File: config.mk
export PLATFORM = sky130hd
export DESIGN_NAME = fir_mac_ctrl
export DESIGN_NICKNAME = d
export VERILOG_FILES = /design/src/rtl/fir_mac_ctrl.sv
export SDC_FILE = /design/constraint.sdc
export NUM_CORES = 1
export LEC_CHECK = 0
export BUFFER_PORTS_ARGS = -buffer_cell sky130_fd_sc_hd__buf_2
export CORE_ASPECT_RATIO = 1.25
export CORE_MARGIN = 8
export CORE_UTILIZATION = 45
export CTS_CLUSTER_SIZE = 8
export DETAILED_ROUTE_END_ITERATION = 10
export SYNTH_ARGS = -nofsm -noshare
export SYNTH_HDL_FRONTEND = slang
export SYNTH_SLANG_ARGS = --single-unit
File: constraint.sdc
create_clock -name clk -period 9.5 [get_ports clk]
set_input_delay 0.475 -clock clk [delete_from_list [all_inputs] [get_ports clk]]
set_output_delay 0.475 -clock clk [all_outputs]
set_load 0.01 [all_outputs]
File: src/rtl/fir_mac_ctrl.sv
// Single-multiplier FIR sequencer: TAPS-deep delay line, coefficient ROM addressing,
// wide accumulation and round-half-up conversion. Define MAC_SAT_EN to clamp instead of wrap.
module fir_mac_ctrl #(
  parameter int N      = 16,
  parameter int M      = 7,
  parameter int F      = 8,
  parameter int TAPS   = 8,
  parameter int ADDR_W = 3
) (
  input  logic              clk,
  input  logic              reset,
  input  logic              start,
  input  logic              clear,
  input  logic [N-1:0]      x_in,
  output logic [ADDR_W-1:0] coef_addr,
  input  logic [N-1:0]      coef_data,
  output logic [N-1:0]      y_out,
  output logic              done,
  output logic              busy
);

  localparam int ACC_W = 2*N + $clog2(TAPS);
  localparam int QW    = M + F + 1;
  localparam logic [ADDR_W-1:0]       LAST = ADDR_W'(TAPS-1);
  localparam logic signed [ACC_W-1:0] HALF = ACC_W'(2**(F-1));

  typedef enum logic [1:0] {IDLE, FETCH, MAC, ROUND} state_t;

  state_t                    state, state_next;
  logic signed [N-1:0]       x_dl [TAPS];
  logic signed [ACC_W-1:0]   acc;
  logic [ADDR_W-1:0]         k;
  logic signed [2*N-1:0]     prod;
  logic [N-1:0]              y_conv;

  assign prod = $signed(coef_data) * x_dl[k];
  assign busy = (state != IDLE);

`ifdef MAC_SAT_EN
  localparam logic signed [ACC_W-1:0] YMAX = ACC_W'(2**(QW-1) - 1);
  localparam logic signed [ACC_W-1:0] YMIN = ~YMAX;

  logic signed [ACC_W-1:0] rnd;

  always_comb begin
    rnd = (acc + HALF) >>> F;
    if (rnd > YMAX)
      y_conv = QW'(YMAX);
    else if (rnd < YMIN)
      y_conv = QW'(YMIN);
    else
      y_conv = QW'(rnd);
  end
`else
  // Two's-complement wrap: only the low bits of the rounded sum survive.
  always_comb begin
    y_conv = QW'((acc + HALF) >>> F);
  end
`endif

  always_ff @(posedge clk or posedge reset) begin
    if (reset)
      state <= IDLE;
    else
      state <= state_next;
  end

  always_comb begin
    state_next = state;
    case (state)
      IDLE:    if (start && !clear) state_next = FETCH;
      FETCH:   state_next = MAC;
      MAC:     if (k == LAST) state_next = ROUND;
      ROUND:   state_next = IDLE;
      default: state_next = IDLE;
    endcase
  end

  // The ROM is one cycle behind coef_addr, so the address always runs one tap ahead of k.
  always_ff @(posedge clk or posedge reset) begin
    if (reset) begin
      for (int i = 0; i < TAPS; i++)
        x_dl[i] <= '0;
      acc       <= '0;
      k         <= '0;
      coef_addr <= '0;
      y_out     <= '0;
      done      <= 1'b0;
    end else begin
      done <= 1'b0;
      case (state)
        IDLE: begin
          if (clear) begin
            for (int i = 0; i < TAPS; i++)
              x_dl[i] <= '0;
          end else if (start) begin
            for (int i = TAPS-1; i > 0; i--)
              x_dl[i] <= x_dl[i-1];
            x_dl[0]   <= x_in;
            acc       <= '0;
            k         <= '0;
            coef_addr <= '0;
          end
        end
        FETCH: begin
          coef_addr <= ADDR_W'(1);
        end
        MAC: begin
          acc <= acc + {{(ACC_W-2*N){prod[2*N-1]}}, prod};
          k   <= k + ADDR_W'(1);
          if (coef_addr != LAST)
            coef_addr <= coef_addr + ADDR_W'(1);
        end
        ROUND: begin
          y_out <= y_conv;
          done  <= 1'b1;
        end
        default: ;
      endcase
    end
  end

endmodule

== Word level (Yosys, flattened, before mapping) ==
Cells that the tools add are included.

* Register bits: 188
* Input port bits: 36
* Output and inout port bits: 21
* Word-level logic and storage cells: 59

* Add/sub/neg operators: 4
* Multiply operators: 1
* Order comparisons: 1
* Equal/unequal tests: 10
* Mux-type cells: 17
* Bitwise gates (word level): 1
* Reduce and logical (&&, ||, !) cells: 11

{| class="wikitable"
|+ Operator list
! cell !! number
|-
| $mux 128 || 2
|-
| $mux 35 || 2
|-
| $pmux 35 s2 || 1
|-
| $bmux 16 s3 || 1
|-
| $add 35x35->35 || 1
|-
| $mul 16x16->32 || 1
|-
| $mux 16 || 2
|-
| $add 24x9->24 const B || 1
|-
| $ne 2x2->1 const B || 5
|-
| $mux 3 || 3
|-
| $pmux 3 s3 || 1
|-
| $pmux 2 s4 || 1
|-
| $add 3x1->3 const B || 2
|-
| $pmux 3 s2 || 1
|-
| $reduce_bool 2->1 || 3
|-
| $eq 2x2->1 const B || 2
|-
| $ge 4x4->1 const B || 1
|-
| $mux 2 || 2
|-
| $not 3->4 || 1
|-
| $reduce_and 2->1 || 2
|-
| $reduce_and 4->1 || 1
|-
| $eq 3x3->1 const B || 1
|-
| $ne 3x3->1 const B || 1
|-
| $reduce_and 3->1 || 1
|-
| other kinds (6) || 6
|}

== Logic depth before layout (Yosys ltp) ==
Gate-level depths: netlist (run 1).

* Depth in word-level cells: 7
* Gate-level depth with buffers: 38
* Gate-level depth less buffers: 33

== Least setup slack after synthesis (run 1) ==
OpenSTA, ideal clock, no wires.

* Kind: register to register
* Start point: reg k[1]
* End point: reg acc[23]
* Library setup time: 131 ps
* Arrival: 8365 ps
* Data required time: 9369 ps
* Slack: 1004 ps
* Stages on the path, launching flop included: 35
* Path buffers: 5
* Period minus slack after synthesis: 8496 ps
* Cell sequence: dfrtp_1 -> buf_6 -> buf_6 -> buf_4 -> buf_1 -> mux4_2 -> mux2i_1 -> clkbuf_1 -> nor2b_1 -> fa_1 -> inv_1 -> fa_1 -> fa_1 -> inv_1 -> ha_1 -> fa_1 -> inv_1 -> fa_1 -> inv_1 -> ha_1 -> or4_1 -> a31oi_1 -> o31ai_1 -> a21oi_1 -> o21ai_1 -> xor2_1 -> ha_1 -> nand3_1 -> nor2_1 -> and3_1 -> a311o_1 -> a21oi_1 -> o21ai_1 -> xnor2_1 -> o21ai_1

* Cells in the longest elaborated chain, start to end: 7

{| class="wikitable"
|+ RTL lines
! what !! line !! RTL
|-
| start: declaration || 32 || <nowiki>logic [ADDR_W-1:0] k;</nowiki>
|-
| start signal: assignment || 110 || <nowiki>k <= k + ADDR_W'(1);</nowiki>
|-
| $not 3->4 (not written as such) || 36 || <nowiki>assign prod = $signed(coef_data) * x_dl[k];</nowiki>
|-
| $bmux 16 s3 || 36 ||
|-
| $mux 16 (not written as such) (2 in series) || 36 ||
|-
| $mul 16x16->32 || 36 ||
|-
| $add 35x35->35 || 109 || <nowiki>acc <= acc + {{(ACC_W-2*N){prod[2*N-1]}}, prod};</nowiki>
|-
| $pmux 35 s2 || 91 || <nowiki>case (state)</nowiki>
|-
| end signal: assignment || 109 ||
|-
| end: declaration || 31 || <nowiki>logic signed [ACC_W-1:0] acc;</nowiki>
|}

No other way between the ends. The select of a mux whose other input is x is not followed.
A chain may end at the register's enable or synchronous reset.

== Worst setup path in the final report (run 1) ==
Same ends and word-level chain as after synthesis.

==> metrics.yaml, run 1 <==
status: "finished clean"
cts_tree: "built"
syn_area_per_cell_um2: 10.3
crit_top_cell: "fa_1"
tns_ns: 0
wl_per_cell_um: 18.1
synth_ff_type: "dfrtp_1"
ys_ff_latch: 177
arrival_ns: 8.99
antenna_found_initial: 0
grt_pass1_vias: 12200
fin_cells: 2095
cts_max_level: 4
hold_ws_ns: 0.243
maxCapViolCount: 0
worstSetupStartpointType: "register"
mostFrequentLayoutCell: "inv_1"
cts_sinks: 177
area_growth_pct: 7.73
r2r-end: "acc[23]$_DFFE_PP0P_"
ys_seq_area_share_pct: 27.1
cts_buffer_depth: 2
post-cts-setup-buffers: 0
dr.first_iter.drc_count: 766
dp_hpwl_um: 28100
reg2reg_from: "k[1]$_DFFE_PP0P_"
drive_above_1_share_pct: 10.0
start_util_pct: 45.4
viasPerCell: 5.43
gp_congestion: 0.873
dp_cells: 2063
slowest_delay_ns: 0.60
final_max_slew_viol_count: 0
ctsResizeCount: 0
yosys_warnings: 0
fp.dieH_um: 229
fmax_mhz: 115
synth_area_um2: 16300
cts_root_buffer: "clkbuf_16"
worstPathMaxFanout: 20
fin_nets: 1932
io_buffers: 56
ant_nets: 0
tightest_slew_ns: 1.11
num_vias: 11400
hold_viol: 0
rsz0062_at_grt: "false"
r2r_slack_ns: 0.80
dieArea_um2: 42700
die_w_um: 186
period_needed_ns: 8.70
setup_viol: 0
insertion_delay_ns: 0.43
numCtsBuffers: 17
synth_edf_count: 0
io_pins: 57
drc: 0
end_kind: "register"
synth_cell_types: 61
r2r.worst_path.cells: 31
antenna_cells: 0
async_flop_share_pct: 100
finalCritPeriodShare_pct: 91.6
max_slew_margin_pct: 25.7
core_area_um2: 36000
required_ns: 9.79
overflow: 0
grt_pass1_wl_um: 63500
rows: 78
slowest_stage: "dfrtp_2"
mostFrequentLayoutCells: "274 x inv_1, 188 x fa_1, 175 x dfrtp_1, 144 x nand2_1, 132 x a22o_1"
wirelength_um: 37900
cts_hold_buf: 0
hold_class: "input pin to asynchronous set/reset pin"
syn_inst: 1594
clkTransAtPathRegs_ns: 0.07
skew_ns: 0.0154
grt_usage_pct: 18.2
dr.pass1.iters: 5
critical_path_class: "register to register"
synthesis.nets: 1924
grt_max_degree: 110
[synthesized netlist by cell type, types with 7 or more instances]
library cell  number  share of area (%)
a21o_1            10               0.46
a21oi_1           52                1.6
a22o_1           132                7.1
and2_1            52                2.0
clkbuf_1          69                1.6
dfrtp_1          177                 27
fa_1             188                 23
ha_1             106                8.1
inv_1            275                6.3
mux2_2             9               0.62
mux4_2            32                4.4
nand2_1          144                3.3
nand2b_1          13               0.50
nand3_1           21               0.64
nor2_1            40               0.92
nor2b_1           63                2.4
nor3_1             7               0.21
o21ai_0           30               0.92
o21ai_1           13               0.40
or2_2              7               0.27
xnor2_1           44                2.4
xor2_1            26                1.4
[stage by stage]
step                utilization (%)  area [um^2]  worst slack (ns)
floorplan                         -        16300              1.00
global placement               47.2        17000             0.913
detailed placement             47.2        17000             0.779
CTS                            48.9        17600             0.726
global route                   48.9        17600             0.213
finish                         48.9        17600             0.797
[critical path: cells and delay by family, from the launching register on]
kind                     cells  cell delay (ns)
AO/OA/AOI/OAI                8             1.56
XOR/XNOR                     2             0.34
adder cells (fa/ha/maj)      8             3.65
buffers and inverters        6             0.88
flip-flops                   1             0.60
multiplexers                 2             0.49
AND/OR/NAND/NOR              5             0.98
[state kept, by name (all words and copies together) (netlist names)]
name and cells:
acc 24, x_dl 128, done 1, y_out 16, state 2, coef_addr 3
k 3
[area by class of cell]
type                            instances  area (um^2)
Multi-Input combinational cell       1063        10600
Sequential cell                       177         4430
Inverter                              275         1040
Clock buffer                           17          425
Timing Repair Buffer                   68          370
Tap cell                              480          601
Clock inverter                         15          169
Fill cell                            3375        18400
[cells by family (layout without fill, tap and decap cells)]
kind of cell    after synthesis  after routing  share of synthesized area, %
mux                          49             49                          5.69
fa+ha+maj                   294            294                          31.1
simple gates                374            374                          11.4
flops                       177            177                          27.1
buf+inv                     354            375                          8.35
compound gates              274            274                          12.3
xor+xnor                     72             72                          3.99
[routing by layer]
layer / track usage (%) / routed length (um) / vias to the layer above
li1: - / - / 5229
met1: 22.5 / 15900 / 5857
met2: 31.7 / 19300 / 218
met3: 2.57 / 1270 / 73
met4: 7.31 / 1380 / 0
met5: 0 / 0 / -
[worst max-delay path by stage]
stage,slack [ns],cells after the start,startpoint,to
after floorplan,1.00,34,k[1]$_DFFE_PP0P_,acc[23]$_DFFE_PP0P_
after global placement,0.91,31,k[1]$_DFFE_PP0P_,acc[23]$_DFFE_PP0P_
after detailed placement,0.78,31,k[1]$_DFFE_PP0P_,acc[23]$_DFFE_PP0P_
after CTS,0.73,31,k[1]$_DFFE_PP0P_,acc[23]$_DFFE_PP0P_
after global routing,0.21,31,k[1]$_DFFE_PP0P_,acc[23]$_DFFE_PP0P_
final,0.80,31,k[1]$_DFFE_PP0P_,acc[23]$_DFFE_PP0P_
Power of run 1 is left out: the tool's default activity adds up to more than one toggle a clock period on the data nets, which glitch-free logic cannot reach.
==> run 2: changes to the inputs <==
--- a/config.mk
+++ b/config.mk
@@ -9,8 +9,10 @@
 export CORE_ASPECT_RATIO = 1.25
 export CORE_MARGIN = 8
 export CORE_UTILIZATION = 45
+export CTS_BUF_LIST = sky130_fd_sc_hd__clkbuf_8
 export CTS_CLUSTER_SIZE = 8
 export DETAILED_ROUTE_END_ITERATION = 10
+export REMOVE_ABC_BUFFERS = 1
 export SYNTH_ARGS = -nofsm -noshare
 export SYNTH_HDL_FRONTEND = slang
 export SYNTH_SLANG_ARGS = --single-unit
==> constraint.sdc (replaced) <==
create_clock -name clk -period 9.9 [get_ports clk]
set_input_delay 0.495 -clock clk [delete_from_list [all_inputs] [get_ports clk]]
set_output_delay 0.495 -clock clk [all_outputs]
set_load 0.01 [all_outputs]
==> run 2 against run 1 <==
Critical path depth is the same. Final area shrank 0.78%. Die area stayed put. Global-route usage down 0.42 points. Worst setup slack gained 0.44 ns. Routed wire length is 3.3% lower. Critical path type unchanged. Critical endpoint unchanged. Largest cell class unchanged.
==> metrics.yaml, run 2 (same netlist as run 1, synthesis figures left out) <==
setup_viol: 0
hold_class: "input pin to asynchronous set/reset pin"
end_kind: "register"
cts_tree: "built"
period_needed_ns: 8.67
clkTransAtPathRegs_ns: 0.10
r2r-end: "acc[23]$_DFFE_PP0P_"
crit_start: "k[1]$_DFFE_PP0P_"
fp.dieH_um: 229
mostFrequentLayoutCell: "inv_1"
cp_top_family: "adder cells"
slowest_stage: "dfrtp_2"
wirelength_um: 36600
insertion_delay_ns: 0.49
num_vias: 11300
cts_hold_buf: 0
core_area_um2: 36000
slowest_delay_ns: 0.84
wl_per_cell_um: 17.5
cp.buffers_inverters: 6
area_growth_pct: 6.89
final_max_slew_viol_count: 0
gp_congestion: 0.859
start_util_pct: 45.4
hold_viol: 0
rows: 78
cts_max_level: 4
mostFrequentLayoutCells: "274 x inv_1, 188 x fa_1, 175 x dfrtp_1, 144 x nand2_1, 132 x a22o_1"
antenna_found_initial: 2
required_ns: 10.24
placed_cell_area_um2: 17000
overflow: 0
crit_top_cell: "fa_1"
grt_pass1_vias: 11900
drc: 0
grt_usage_pct: 17.8
dieArea_um2: 42700
reg.largest.list: "x_dl x128, acc x24, y_out x16"
viasPerCell: 5.39
hold_ws_ns: 0.0639
cts_sinks: 177
r2r.worst_path.cells: 31
grt_pass1_wl_um: 62000
numCtsBuffers: 17
arrival_ns: 9.01
worstPathMaxFanout: 27
drive_above_1_share_pct: 10.1
fin_nets: 1933
ctsResizeCount: 0
io_pins: 57
dp_hpwl_um: 27300
dr.pass1.iters: 7
tns_ns: 0
skew_ns: 0.0167
critical_path_class: "register to register"
cts_root_buffer: "clkbuf_8"
post-cts-setup-buffers: 0
regMostFlops: "x_dl"
reg2reg_from: "k[1]$_DFFE_PP0P_"
largest_reg_flops: 128
io_buffers: 56
dr.first_iter.drc_count: 666
status: "finished clean"
cts_buffer_depth: 2
fmax_mhz: 115
max_slew_margin_pct: 23.5
final_cell_area_um2: 17500
rsz0062_at_grt: "false"
die_w_um: 186
ant_nets: 0
finalCritPeriodShare_pct: 87.5
fin_util_pct: 48.5
tightest_slew_ns: 1.15
maxCapViolCount: 0
r2r_slack_ns: 1.23
worstSetupStartpointType: "register"
grt_max_degree: 114
[run 2: cell count changes in the layout (fill, tap and decap cells not counted), sizes merged]
cell / change
diode: +1
clkinv: +2
buf: +1
clkinvlp: -2
inv: -3
bufinv: +2
clkbuf: +1
[run 2: area by class of cell]
| cell class | instances | area [um^2] |
|---|---|---|
| Sequential cell | 177 | 4430 |
| Inverter | 275 | 1040 |
| Clock inverter | 14 | 199 |
| Multi-Input combinational cell | 1063 | 10600 |
| Fill cell | 3355 | 18500 |
| Timing Repair Buffer | 69 | 378 |
| Antenna cell | 1 | 2.50 |
| Tap cell | 480 | 601 |
| Clock buffer | 18 | 248 |
[run 2: worst reg2reg max path: cells and delay by family (launching register included)]
family,cells,cell delay (ns)
AOI/OAI and AO/OA,8,1.55
xor gates and xnor gates,2,0.32
adders and majority gates,8,3.62
buffers and inverters,6,0.76
DFF,1,0.84
muxes,2,0.44
and+or+nand+nor,5,0.98
[run 2: worst max path at each step]
stage                     endpoint  slack [ns]  cells past startpoint
2_1_floorplan  acc[23]$_DFFE_PP0P_        1.06                     29
3_3_place_gp   acc[23]$_DFFE_PP0P_        1.36                     30
3_5_place_dp   acc[23]$_DFFE_PP0P_        1.24                     31
4_1_cts        acc[23]$_DFFE_PP0P_        1.20                     31
5_1_grt        acc[23]$_DFFE_PP0P_        0.62                     31
6_report       acc[23]$_DFFE_PP0P_        1.23                     31
[run 2: routing by layer]
layer  GRT usage (%)  wire length [um]  up-vias
met1            22.5             15600     5892
li1                -                 -     5228
met4            6.26               862        2
met3            2.36               966       42
met2            31.0             19200      146
met5               0                10        -
[run 2: metrics by stage]
| step | worst slack (ns) | std cells |
|---|---|---|
| global route | 0.617 | 2096 |
| detailed placement | 1.24 | 2064 |
| CTS | 1.20 | 2096 |
| floorplan | 1.06 | 1515 |
| global placement | 1.36 | 2064 |
| finish | 1.23 | 2097 |
Power of run 2 is left out for the same reason.
